## src/rtl/puf_response_stabilizer_if.sv

```systemverilog
// Handshake bundle between the PUF sample source / consumer and the response stabilizer.
interface puf_response_stabilizer_if #(
   parameter int unsigned WIDTH = 16
);
   logic             start;
   logic [WIDTH-1:0] raw_response;
   logic             raw_valid;
   logic             busy;
   logic [WIDTH-1:0] puf_response;
   logic             response_valid;
   logic             timeout_err;
   logic [WIDTH-1:0] unstable_mask;

   modport master (
      output start, raw_response, raw_valid,
      input  busy, puf_response, response_valid, timeout_err, unstable_mask
   );

   modport slave (
      input  start, raw_response, raw_valid,
      output busy, puf_response, response_valid, timeout_err, unstable_mask
   );
endinterface

```

## src/rtl/puf_response_stabilizer.sv

```systemverilog
// Temporal majority voter: collects NUM_SAMPLES raw PUF evaluations and emits one voted response.
// Define PUF_STABILITY_FLAG_EN to build the per-bit non-unanimous flag logic driving unstable_mask.
module puf_response_stabilizer #(
   parameter int unsigned WIDTH          = 16,
   parameter int unsigned NUM_SAMPLES    = 7,
   parameter int unsigned TIMEOUT_CYCLES = 255
) (
   input  logic                        clk,
   input  logic                        rst,
   puf_response_stabilizer_if.slave    bus
);
   localparam int unsigned CW = $clog2(NUM_SAMPLES + 1);
   localparam int unsigned TW = $clog2(TIMEOUT_CYCLES + 1);
   localparam logic [CW-1:0] LAST_SAMPLE = CW'(NUM_SAMPLES - 1);
   localparam logic [CW-1:0] HALF        = CW'(NUM_SAMPLES / 2);
   localparam logic [TW-1:0] LAST_GAP    = TW'(TIMEOUT_CYCLES - 1);

   typedef enum logic [1:0] {
      IDLE    = 2'd0,
      COLLECT = 2'd1,
      RESOLVE = 2'd2
   } state_t;

   state_t                   state_q, state_d;
   logic [WIDTH-1:0][CW-1:0] ones_q, ones_d;
   logic [CW-1:0]            sample_cnt_q, sample_cnt_d;
   logic [TW-1:0]            tmo_cnt_q, tmo_cnt_d;
   logic [WIDTH-1:0]         puf_response_q, puf_response_d;
   logic                     response_valid_q, response_valid_d;
   logic                     timeout_err_q, timeout_err_d;
`ifdef PUF_STABILITY_FLAG_EN
   logic [WIDTH-1:0]         unstable_mask_q, unstable_mask_d;
   localparam logic [CW-1:0] ALL_ONES_CNT = CW'(NUM_SAMPLES);
`endif

   always_comb begin
      state_d          = state_q;
      ones_d           = ones_q;
      sample_cnt_d     = sample_cnt_q;
      tmo_cnt_d        = tmo_cnt_q;
      puf_response_d   = puf_response_q;
      response_valid_d = 1'b0;
      timeout_err_d    = 1'b0;
`ifdef PUF_STABILITY_FLAG_EN
      unstable_mask_d  = unstable_mask_q;
`endif

      case (state_q)
         IDLE: begin
            if (bus.start) begin
               ones_d       = '0;
               sample_cnt_d = '0;
               tmo_cnt_d    = '0;
               state_d      = COLLECT;
            end
         end

         COLLECT: begin
            if (bus.raw_valid) begin
               for (int unsigned i = 0; i < WIDTH; i++) begin
                  ones_d[i] = ones_q[i] + CW'(bus.raw_response[i]);
               end
               sample_cnt_d = sample_cnt_q + 1'b1;
               tmo_cnt_d    = '0;
               if (sample_cnt_q == LAST_SAMPLE) begin
                  state_d = RESOLVE;
               end
            end else if (tmo_cnt_q == LAST_GAP) begin
               // This gap makes the idle count reach TIMEOUT_CYCLES: abort, keep last result.
               timeout_err_d = 1'b1;
               tmo_cnt_d     = '0;
               state_d       = IDLE;
            end else begin
               tmo_cnt_d = tmo_cnt_q + 1'b1;
            end
         end

         RESOLVE: begin
            for (int unsigned i = 0; i < WIDTH; i++) begin
               puf_response_d[i] = (ones_q[i] > HALF);
`ifdef PUF_STABILITY_FLAG_EN
               unstable_mask_d[i] = (ones_q[i] != '0) && (ones_q[i] != ALL_ONES_CNT);
`endif
            end
            response_valid_d = 1'b1;
            state_d          = IDLE;
         end

         default: begin
            state_d = IDLE;
         end
      endcase
   end

   always_ff @(posedge clk) begin
      if (rst) begin
         state_q          <= IDLE;
         ones_q           <= '0;
         sample_cnt_q     <= '0;
         tmo_cnt_q        <= '0;
         puf_response_q   <= '0;
         response_valid_q <= 1'b0;
         timeout_err_q    <= 1'b0;
      end else begin
         state_q          <= state_d;
         ones_q           <= ones_d;
         sample_cnt_q     <= sample_cnt_d;
         tmo_cnt_q        <= tmo_cnt_d;
         puf_response_q   <= puf_response_d;
         response_valid_q <= response_valid_d;
         timeout_err_q    <= timeout_err_d;
      end
   end

`ifdef PUF_STABILITY_FLAG_EN
   always_ff @(posedge clk) begin
      if (rst) begin
         unstable_mask_q <= '0;
      end else begin
         unstable_mask_q <= unstable_mask_d;
      end
   end

   assign bus.unstable_mask = unstable_mask_q;
`else
   assign bus.unstable_mask = '0;
`endif

   assign bus.busy           = (state_q != IDLE);
   assign bus.puf_response   = puf_response_q;
   assign bus.response_valid = response_valid_q;
   assign bus.timeout_err    = timeout_err_q;

endmodule

```

## src/flat_wrapper.sv

```systemverilog
// flat-port wrapper written by rule: the top's interface ports become plain ports
module puf_response_stabilizer_flat 
#(
   parameter int unsigned WIDTH          = 16,
   parameter int unsigned NUM_SAMPLES    = 7,
   parameter int unsigned TIMEOUT_CYCLES = 255
)
  (clk, rst, bus_start, bus_raw_response, bus_raw_valid, bus_busy, bus_puf_response, bus_response_valid, bus_timeout_err, bus_unstable_mask);
  puf_response_stabilizer_if #(.WIDTH(WIDTH)) bus_i ();
  input  logic clk;
  input  logic rst;
  input wire logic [$bits(bus_i.start)-1:0] bus_start;
  input wire logic [$bits(bus_i.raw_response)-1:0] bus_raw_response;
  input wire logic [$bits(bus_i.raw_valid)-1:0] bus_raw_valid;
  output wire logic [$bits(bus_i.busy)-1:0] bus_busy;
  output wire logic [$bits(bus_i.puf_response)-1:0] bus_puf_response;
  output wire logic [$bits(bus_i.response_valid)-1:0] bus_response_valid;
  output wire logic [$bits(bus_i.timeout_err)-1:0] bus_timeout_err;
  output wire logic [$bits(bus_i.unstable_mask)-1:0] bus_unstable_mask;
  assign bus_i.start = bus_start;
  assign bus_i.raw_response = bus_raw_response;
  assign bus_i.raw_valid = bus_raw_valid;
  assign bus_busy = bus_i.busy;
  assign bus_puf_response = bus_i.puf_response;
  assign bus_response_valid = bus_i.response_valid;
  assign bus_timeout_err = bus_i.timeout_err;
  assign bus_unstable_mask = bus_i.unstable_mask;
  puf_response_stabilizer #(.WIDTH(WIDTH), .NUM_SAMPLES(NUM_SAMPLES), .TIMEOUT_CYCLES(TIMEOUT_CYCLES)) u_core (.clk(clk), .rst(rst), .bus(bus_i));
endmodule
```

## config.mk

```make
export PLATFORM = sky130hd
export DESIGN_NAME = puf_response_stabilizer_flat
export DESIGN_NICKNAME = d
export VERILOG_FILES = /design/src/rtl/puf_response_stabilizer_if.sv /design/src/rtl/puf_response_stabilizer.sv /design/src/flat_wrapper.sv
export SDC_FILE = /design/constraint.sdc
export NUM_CORES = 1
export LEC_CHECK = 0
export BUFFER_PORTS_ARGS = -buffer_cell sky130_fd_sc_hd__buf_2
export CORE_UTILIZATION = 57
export DETAILED_ROUTE_END_ITERATION = 12
export PLACE_DENSITY = 0.82
export SYNTH_ARGS = -nofsm -noshare
export SYNTH_HDL_FRONTEND = slang
export SYNTH_SLANG_ARGS = --single-unit
```

## constraint.sdc

```tcl
create_clock -name clk -period 1.68 [get_ports clk]
set_clock_uncertainty 0.1 [all_clocks]
set_input_delay 0.084 -clock clk [delete_from_list [all_inputs] [get_ports clk]]
set_output_delay 0.084 -clock clk [all_outputs]
set_load 0.02 [all_outputs]
```

[Word level (Yosys, flattened, before mapping)]
Cells that the tools add are included.
Operators by class
  bitwise operators: 1
  muxes and demuxes: 17
  equal/unequal tests: 8
  order comparisons: 16
  $add $sub $neg: 18
  reduce and logical (&&, ||, !) cells: 7
Operator list (count)
  two-way mux 48 bit: 2
  case mux 48 bit (2 select lines): 1
  adder 3 x 1 -> 3 bit: 16
  greater-than comparator 3 x 2 -> 1 bit (second input constant): 16
  two-way mux 8 bit: 3
  case mux 8 bit (2 select lines): 1
  adder 8 x 1 -> 8 bit (second input constant): 1
  == test 8 bit (second input constant): 1
  two-way mux 2 bit: 4
  two-way mux 3 bit: 2
  != test 3 x 2 -> 1 bit (second input constant): 2
  case mux 3 bit (2 select lines): 1
  AND reduction 3 bit: 2
  != test 2 bit (second input constant): 2
  case mux 2 bit (2 select lines): 1
  nonzero test 2 bit: 2
  adder 3 x 1 -> 3 bit (second input constant): 1
  == test 3 bit (second input constant): 1
  OR reduction 3 bit: 1
  == test 2 x 1 -> 1 bit (second input constant): 1
  == test 2 bit (second input constant): 1
  zero test 2 bit: 1
  two-way mux 1 bit: 2
  AND reduction 2 bit: 1
  NOT 1 bit: 1
Storage, ports and cells
  register bits after elaboration: 79
  logic and storage cells: 89

[Logic depth before layout (Yosys ltp)]
Gate-level depths: netlist of run 1.
  depth in word-level cells: 4
  gate-level depth with buffers: 5
  depth with buffers taken out: 5

[Least setup slack after synthesis of run 1]
Ideal clock, no wire load.
  path type: register to register
  start: register u_core.state_q[0]
  end: register u_core.tmo_cnt_q[1]
  clock period less this slack: 1.483 ns
  slack: 0.197 ns
  buffers on the path: 1
  required time: 1.480 ns
  arrival time: 1.284 ns
  stages on the path, launching flop included: 5
  cells stage by stage: dfxtp_1 > nor3b_4 > buf_6 > o21ai_4 > a2111oi_4
On the way
  word-level cells in the longest chain between the ends: 3
  elaborated cells between the ends (all ways): 6
Ends and longest elaborated chain
  start, declared: line puf_response_stabilizer.sv:24  | state_t state_q, state_d;
  start signal, assigned: line puf_response_stabilizer.sv:105  | state_q <= state_d;
  == test 2 x 1 -> 1 bit or zero test 2 bit (tied branches): line puf_response_stabilizer.sv:48  | case (state_q)
  nonzero test 2 bit (no source line) or != test 2 bit (tied branches)
  AND reduction 2 bit (no source line)
  end signal, assigned: line puf_response_stabilizer.sv:108  | tmo_cnt_q <= tmo_cnt_d;
  end, declared: line puf_response_stabilizer.sv:27  | logic [TW-1:0] tmo_cnt_q, tmo_cnt_d;
Several ways; a longest one is shown, not always the timed one.
A chain may end at the register's enable or synchronous reset.

[Worst setup path in the final report of run 1]
  start: register u_core.state_q[1]
  end: register u_core.tmo_cnt_q[7]
The elaborated chain is that of the path after synthesis.

==> summary.txt, run 1 <==
================================================================================
Vias per std cell                                                           5.57
Core Box Area                                                        0.00639 mm²
Count of mapped cells out of synthesis                                       433
Total of warnings raised by yosys                                              0
Failing checks                                                      negative hold slack
Cell leakage power                                                       1.70 nW
Number of core rows                                                           29
Commonest non-fill, non-tap cell in the layout                      sky130_fd_sc_hd__dfxtp_1
Unique cell type count in the Yosys netlist                                   37
GRT Resource Usage Total                                                   0.225
Outcome                                                             complete, but fails checks
Switching Power                                                       0.000931 W
Final std cells w/o fill                                                     554
Post-Synth Simple-Gate Area                                                0.146
Number of antenna violations at the first check in global routing              0
Cell chosen for the clock root                                      sky130_fd_sc_hd__clkbuf_8
CTS Buf Count                                                                  9
Start point of the worst min-delay path                             bus_raw_response[7]
Clk Latency, worst-skew pair                                              360 ps
Reg-to-reg slack, setup                                                    70 ps
Wire length of the first global-routing pass                            12700 µm
Arrival time of data at the critical path endpoint                       1780 ps
Met2 Use GR                                                                0.366
Reg2Reg Depth                                                                  3
Total count of hold-check failures in the final report                         1
Detailed Place HPWL                                                      4760 µm
CP Data Required Time                                                    1850 ps
Biggest fanout along the worst timing path                                    10
Maximum single-stage delay on the critical path                           570 ps
Cell with the largest stage delay on the worst path                 sky130_fd_sc_hd__or4_1
Post-synthesis to final-layout area growth                                 14.8%
Setup WS post-layout                                                     72.7 ps
Pin count of the biggest net entering global routing                          69
Grt met3 use                                                              0.0386
Crit Path Category                                                  register to register
Number of instances on the worst hold path                                     4
Combined flip-flop and latch cell area                               0.00159 mm²
CTS tree                                                                   built
Total area of multi-input combinational cells                        0.00192 mm²
Die height                                                               83.5 µm
Depth of the CTS H-tree                                                        3
Largest family of logic cells by synthesized area                   compound AO/OA/AOI/OAI gates
Post-route clock period utilization                                        0.957
Antenna-violating nets left                                                    0
Ordered list of cells on the worst path                             o21bai_4 -> or4_1 -> a221oi_2
Diode insertion count for antenna repair                                       0
Peak clock frequency supported by timing                                 622 MHz
Number of pins with negative max-slew slack in the final report                0
Average wire per standard cell                                           13.6 µm
Proportion of synthesized chip area in sequential cells                    0.418
Total I/O pin count                                                           55
Placed Cells incl. Taps                                                      529
Global-route layer with the greatest usage                                  met2
CTS Sinks                                                                     79
Via count                                                                   3087
Worst setup slack before clock tree synthesis                            46.1 ps
Setup TNS after final layout                                                0 ps
Critical path capture point type                                        register
Total power after layout                                               0.00386 W
Worst Hold Class                                                    input pin to register
Clock Pin Slew Worst Setup and Hold Paths                                  80 ps
Fraction of the mapped netlist area in adder cells                         0.119
Width of the die                                                         83.5 µm
Min cycle time layout                                                    1610 ps
Power density normalized to cell area                                 890 mW/mm²
GRT Residual Overflow                                                          0
Worst setup SP type                                                     register
Cell taking the most area after synthesis                           sky130_fd_sc_hd__dfxtp_1
Flops & latches, synth                                                        79
Netlist area before placement                                        0.00378 mm²
Post-detailed-placement cell area                                    0.00401 mm²
XOR/XNOR Fraction of Synth Area                                                0
Max Buffers Root-to-Sink                                                       2
Combinational Power Share                                                  0.086
Routed Wire Length                                                       7530 µm
Switching power share of the total                                         0.241
First-pass iteration count of the detailed router                              4
Most frequent cells in the layout                                   sky130_fd_sc_hd__dfxtp_1 (75), sky130_fd_sc_hd__nand2_1 (69), sky130_fd_sc_hd__a21oi_1 (67)
Share of layout cells above drive strength 1                               0.178
Post-synthesis average cell area                                        8.74 µm²
Highest ir drop seen on vdd                                           0.000525 V
Launch point of the worst reg-to-reg path                           u_core.state_q[1]
Met1 routing resource usage after global routing                           0.287
Starting density of the core                                               0.592
Max-cap violation count                                                        0
Area share of the largest cell type after synthesis                        0.418
Launch point of the worst path                                      u_core.state_q[1]
Multiplexer fraction of the synthesized cell area                              0
Ranking of synthesized cells by area                                sky130_fd_sc_hd__dfxtp_1 (42%), sky130_fd_sc_hd__ha_1 (12%), sky130_fd_sc_hd__a21oi_1 (8.9%)
Iteration-0 DRC count of the detailed router                                  99
Setup violators final                                                          0
Vias in the first global route                                              2792
Hold Worst Slack                                                       -0.113 ps
Complex-gate fraction of the synthesized area                              0.223
Share of power burned in registers                                         0.495
Clock power share                                                          0.419
Placer Congestion                                                          0.822
Cell-internal power                                                    0.00293 W
Number of input and output port buffers inserted                              38
Die area                                                             0.00697 mm²
Setup repair after global routing missed its margin                        false
Fill cell instance count of the final layout                                 521
Nets                                                                         528
Cell area after layout                                               0.00434 mm²
DRC errors left                                                                0
================================================================================
[layout make-up]
cell class,count,share of cell area
clock inverter,4,0.0179
multi-input combinational,299,0.442
clock buffer,12,0.0357
sequential,79,0.365
timing repair buffer,62,0.0986
inverter,21,0.0182
tap,77,0.0222
[critical path: cells and delay by family, from the launching register on]
family	cells	cell delay [ps]
AND/OR/NAND/NOR	1	570
flip-flops	1	370
AO/OA/AOI/OAI	2	480
[through the flow]
stage	utilization	hold slack, ps
after floorplan	-	167
after global placement	0.627	342
after detailed placement	0.627	345
after CTS	0.678	0.582
after global routing	0.680	14.0
final	0.680	-0.113
[power by group through the flow]
stage	Sequential [W]	Combinational (W)	Clock [W]
2_1_floorplan	0.00195	0.000252	0
3_3_place_gp	0.00195	0.000305	0
3_5_place_dp	0.00195	0.000310	0
4_1_cts	0.00191	0.000330	0.00165
5_1_grt	0.00191	0.000368	0.00173
6_report	0.00191	0.000333	0.00162
[sequential cells by signal (all words and copies together) (netlist names)]
name,flops
u_core.bus.puf_response,16
u_core.bus.response_valid,1
u_core.bus.timeout_err,1
u_core.ones_q,48
u_core.sample_cnt_q,3
u_core.state_q,2
u_core.tmo_cnt_q,8
[synth_stat cells, drive strengths merged]
cell and number:
o21ai 36, a211oi 1, and2 1, inv 21, a311oi 1, a21oi 67
nor3b 2, or4 21, or3b 1, o31ai 21, and3b 1, and2b 1
buf 27, o21bai 1, dfxtp 79, a21o 1, or3 2, ha 36
conb 1, nand4 2, nor2 5, nor4 1, a221oi 7, clkbuf 22
nand2 69, nand2b 2, a2111oi 1, o21ba 1, nand3 2
[cells by family after synthesis]
group	after synthesis
buffers and inverters	70
AOI/OAI and AO/OA	137
DFF	79
adders and majority gates	36
other	1
and+or+nand+nor	110
[metal layers]
metal  wire, µm  up-vias
met5          0        -
met4        191        0
met3        321       21
met2       3570       65
met1       3450     1425
li1           -     1576
[worst paths after layout]
kind / endpoint
setup reg to reg: u_core.tmo_cnt_q[7]
hold / removal: u_core.ones_q[21]
setup / recovery: u_core.tmo_cnt_q[7]
hold reg to reg: u_core.bus.puf_response[14]
[timing repair]
item                                    4_1_cts  5_1_grt
endpoints found under the hold margin         8        0
buffers inserted                              1        0
hold buffers                                  8        0
resized for setup                             1        5
endpoints found under the setup margin        1       13
(Power assumes the default switching activity.)
==> run 2: changes to the inputs <==
RECOVER_POWER = 25   (was not set)
==> run 2 against run 1 <==
The run now ends clean. Core utilization shrank 0.39 points. Cell count stayed put. Fmax fell by 0.24%. Sequential power about the same. First-iteration DRC count rose by 9.1%. Via count grew 0.62%. Register-to-register slack hardly changed. Total power fell by 0.36%. Global-route usage unchanged. Critical path depth stayed put. Non-clock buffer count stayed put. Critical endpoint unchanged. Largest power group unchanged. Highest routed layer unchanged.
==> summary.txt, run 2 (same netlist as run 1, synthesis figures left out) <==
================================================================================
Outcome                                                             complete, no violations
Setup violators final                                                          0   unchanged
Share of layout cells above drive strength 1                               0.140   -0.0377
Number of pins with negative max-slew slack in the final report                0   unchanged
CP Data Required Time                                                    1840 ps   about the same
Most frequent cells in the layout                                   sky130_fd_sc_hd__dfxtp_1 (75), sky130_fd_sc_hd__nand2_1 (69), sky130_fd_sc_hd__a21oi_1 (67)
Iteration-0 DRC count of the detailed router                                 108   +9.1%
Highest ir drop seen on vdd                                           0.000526 V   +0.10%
Max Buffers Root-to-Sink                                                       2   unchanged
Peak clock frequency supported by timing                                 621 MHz   -0.24%
Arrival time of data at the critical path endpoint                       1770 ps   about the same
Vias in the first global route                                              2792   unchanged
CTS Sinks                                                                     79   unchanged
Post-detailed-placement cell area                                    0.00401 mm²   unchanged
Largest register FFs                                                          48   unchanged
Post-synthesis to final-layout area growth                                 14.1%
Worst setup slack before clock tree synthesis                            46.1 ps   unchanged
Crit Path Category                                                  register to register
Average wire per standard cell                                           13.6 µm   -0.31%
Number of antenna violations at the first check in global routing              0   unchanged
Combined flip-flop and latch cell area                               0.00159 mm²   unchanged
Clk Latency, worst-skew pair                                              350 ps   about the same
Critical path capture point type                                        register
Cell area after layout                                               0.00432 mm²   -0.58%
Setup repair after global routing missed its margin                        false
Max-cap violation count                                                        0   unchanged
Worst Hold Class                                                    input pin to register
Placer Congestion                                                          0.822   unchanged
CTS Buf Count                                                                  9   unchanged
DRC errors left                                                                0   unchanged
Total I/O pin count                                                           55   unchanged
Wire length of the first global-routing pass                            12700 µm   unchanged
Vias per std cell                                                           5.61   +0.62%
Cell leakage power                                                       1.62 nW   -4.7%
Setup WS post-layout                                                     68.8 ps   -3.91 ps
Number of core rows                                                           29   unchanged
Clock Pin Slew Worst Setup and Hold Paths                                  80 ps   about the same
Diode insertion count for antenna repair                                       0   unchanged
GRT Resource Usage Total                                                   0.225   unchanged
Nets                                                                         528   unchanged
Total count of hold-check failures in the final report                         0   -1
Placed Cells incl. Taps                                                      529   unchanged
Die area                                                             0.00697 mm²   unchanged
Total area of multi-input combinational cells                        0.00192 mm²   unchanged
Biggest fanout along the worst timing path                                    10   unchanged
Reg2Reg Depth                                                                  3   unchanged
Setup TNS after final layout                                                0 ps   unchanged
Cell chosen for the clock root                                      sky130_fd_sc_hd__clkbuf_8
Register with the most flip-flops                                   u_core.ones_q
Min cycle time layout                                                    1610 ps   +3.91 ps
Post-route clock period utilization                                        0.959   +0.00233
Commonest non-fill, non-tap cell in the layout                      sky130_fd_sc_hd__dfxtp_1
First-pass iteration count of the detailed router                              4   unchanged
Width of the die                                                         83.5 µm   unchanged
Power density normalized to cell area                                 892 mW/mm²   +0.22%
GRT Residual Overflow                                                          0   unchanged
Detailed Place HPWL                                                      4760 µm   unchanged
Worst setup SP type                                                     register
Final std cells w/o fill                                                     554   unchanged
Depth of the CTS H-tree                                                        3   unchanged
Routed Wire Length                                                       7510 µm   -0.31%
Number of instances on the worst hold path                                     4   unchanged
Fill cell instance count of the final layout                                 530   +1.7%
Core Box Area                                                        0.00639 mm²   unchanged
Via count                                                                   3106   +0.62%
Die height                                                               83.5 µm   unchanged
Number of input and output port buffers inserted                              38   unchanged
Starting density of the core                                               0.592   unchanged
Antenna-violating nets left                                                    0   unchanged
Pin count of the biggest net entering global routing                          69   unchanged
CTS tree                                                                   built
================================================================================
[run 2: cell count changes in the layout (fill, tap and decap cells not counted)]
cell,delta
sky130_fd_sc_hd__buf_4,-1
sky130_fd_sc_hd__clkbuf_2,+1
sky130_fd_sc_hd__clkbuf_1,+18
sky130_fd_sc_hd__buf_2,-18
[run 2: final timing paths]
check / slack (ps) / end / start
max: 70 / u_core.tmo_cnt_q[7] / u_core.state_q[1]
min: 9 / u_core.ones_q[21] / bus_raw_response[7]
max reg2reg: 70 / u_core.tmo_cnt_q[7] / u_core.state_q[1]
min reg2reg: 360 / u_core.bus.puf_response[14] / u_core.bus.puf_response[14]
[run 2: layout make-up]
class                   instances  share of cell area
clock buffers                  12              0.0359
clock inverters                 4              0.0180
inverters                      21              0.0183
multi-input cells             299               0.445
flip-flops and latches         79               0.368
well taps                      77              0.0223
repair buffers                 62              0.0933
[run 2: per-stage QoR]
step	utilization	hold WS, ps	power (W)
after floorplan	-	167	0.00220
after global placement	0.627	342	0.00226
after detailed placement	0.627	345	0.00226
after CTS	0.678	0.582	0.00389
after global routing	0.676	14.0	0.00402
final	0.676	9.43	0.00385
[run 2: metal layers]
metal / GRT usage / wire (µm)
met5: 0 / 0
met4: 0.117 / 196
met3: 0.0386 / 301
met2: 0.366 / 3550
met1: 0.287 / 3460
[run 2: repair_timing]
action,4_1_cts,5_1_grt
buffers inserted,1,0
endpoints found under the hold margin,8,0
gates resized for setup,1,5
hold buffers,8,0
endpoints found under the setup margin,1,13
[run 2: critical path: stages (launching register included)]
cell	delay, ps
sky130_fd_sc_hd__dfxtp_2	370
sky130_fd_sc_hd__o21bai_4	230
sky130_fd_sc_hd__or4_1	570
sky130_fd_sc_hd__a221oi_2	250
[run 2: power breakdown]
part           internal, W  switching, W  total [W]
combinational     0.000115      0.000217   0.000332
clock             0.000924      0.000682    0.00161
sequential         0.00189     0.0000178    0.00191
total              0.00293      0.000917    0.00385
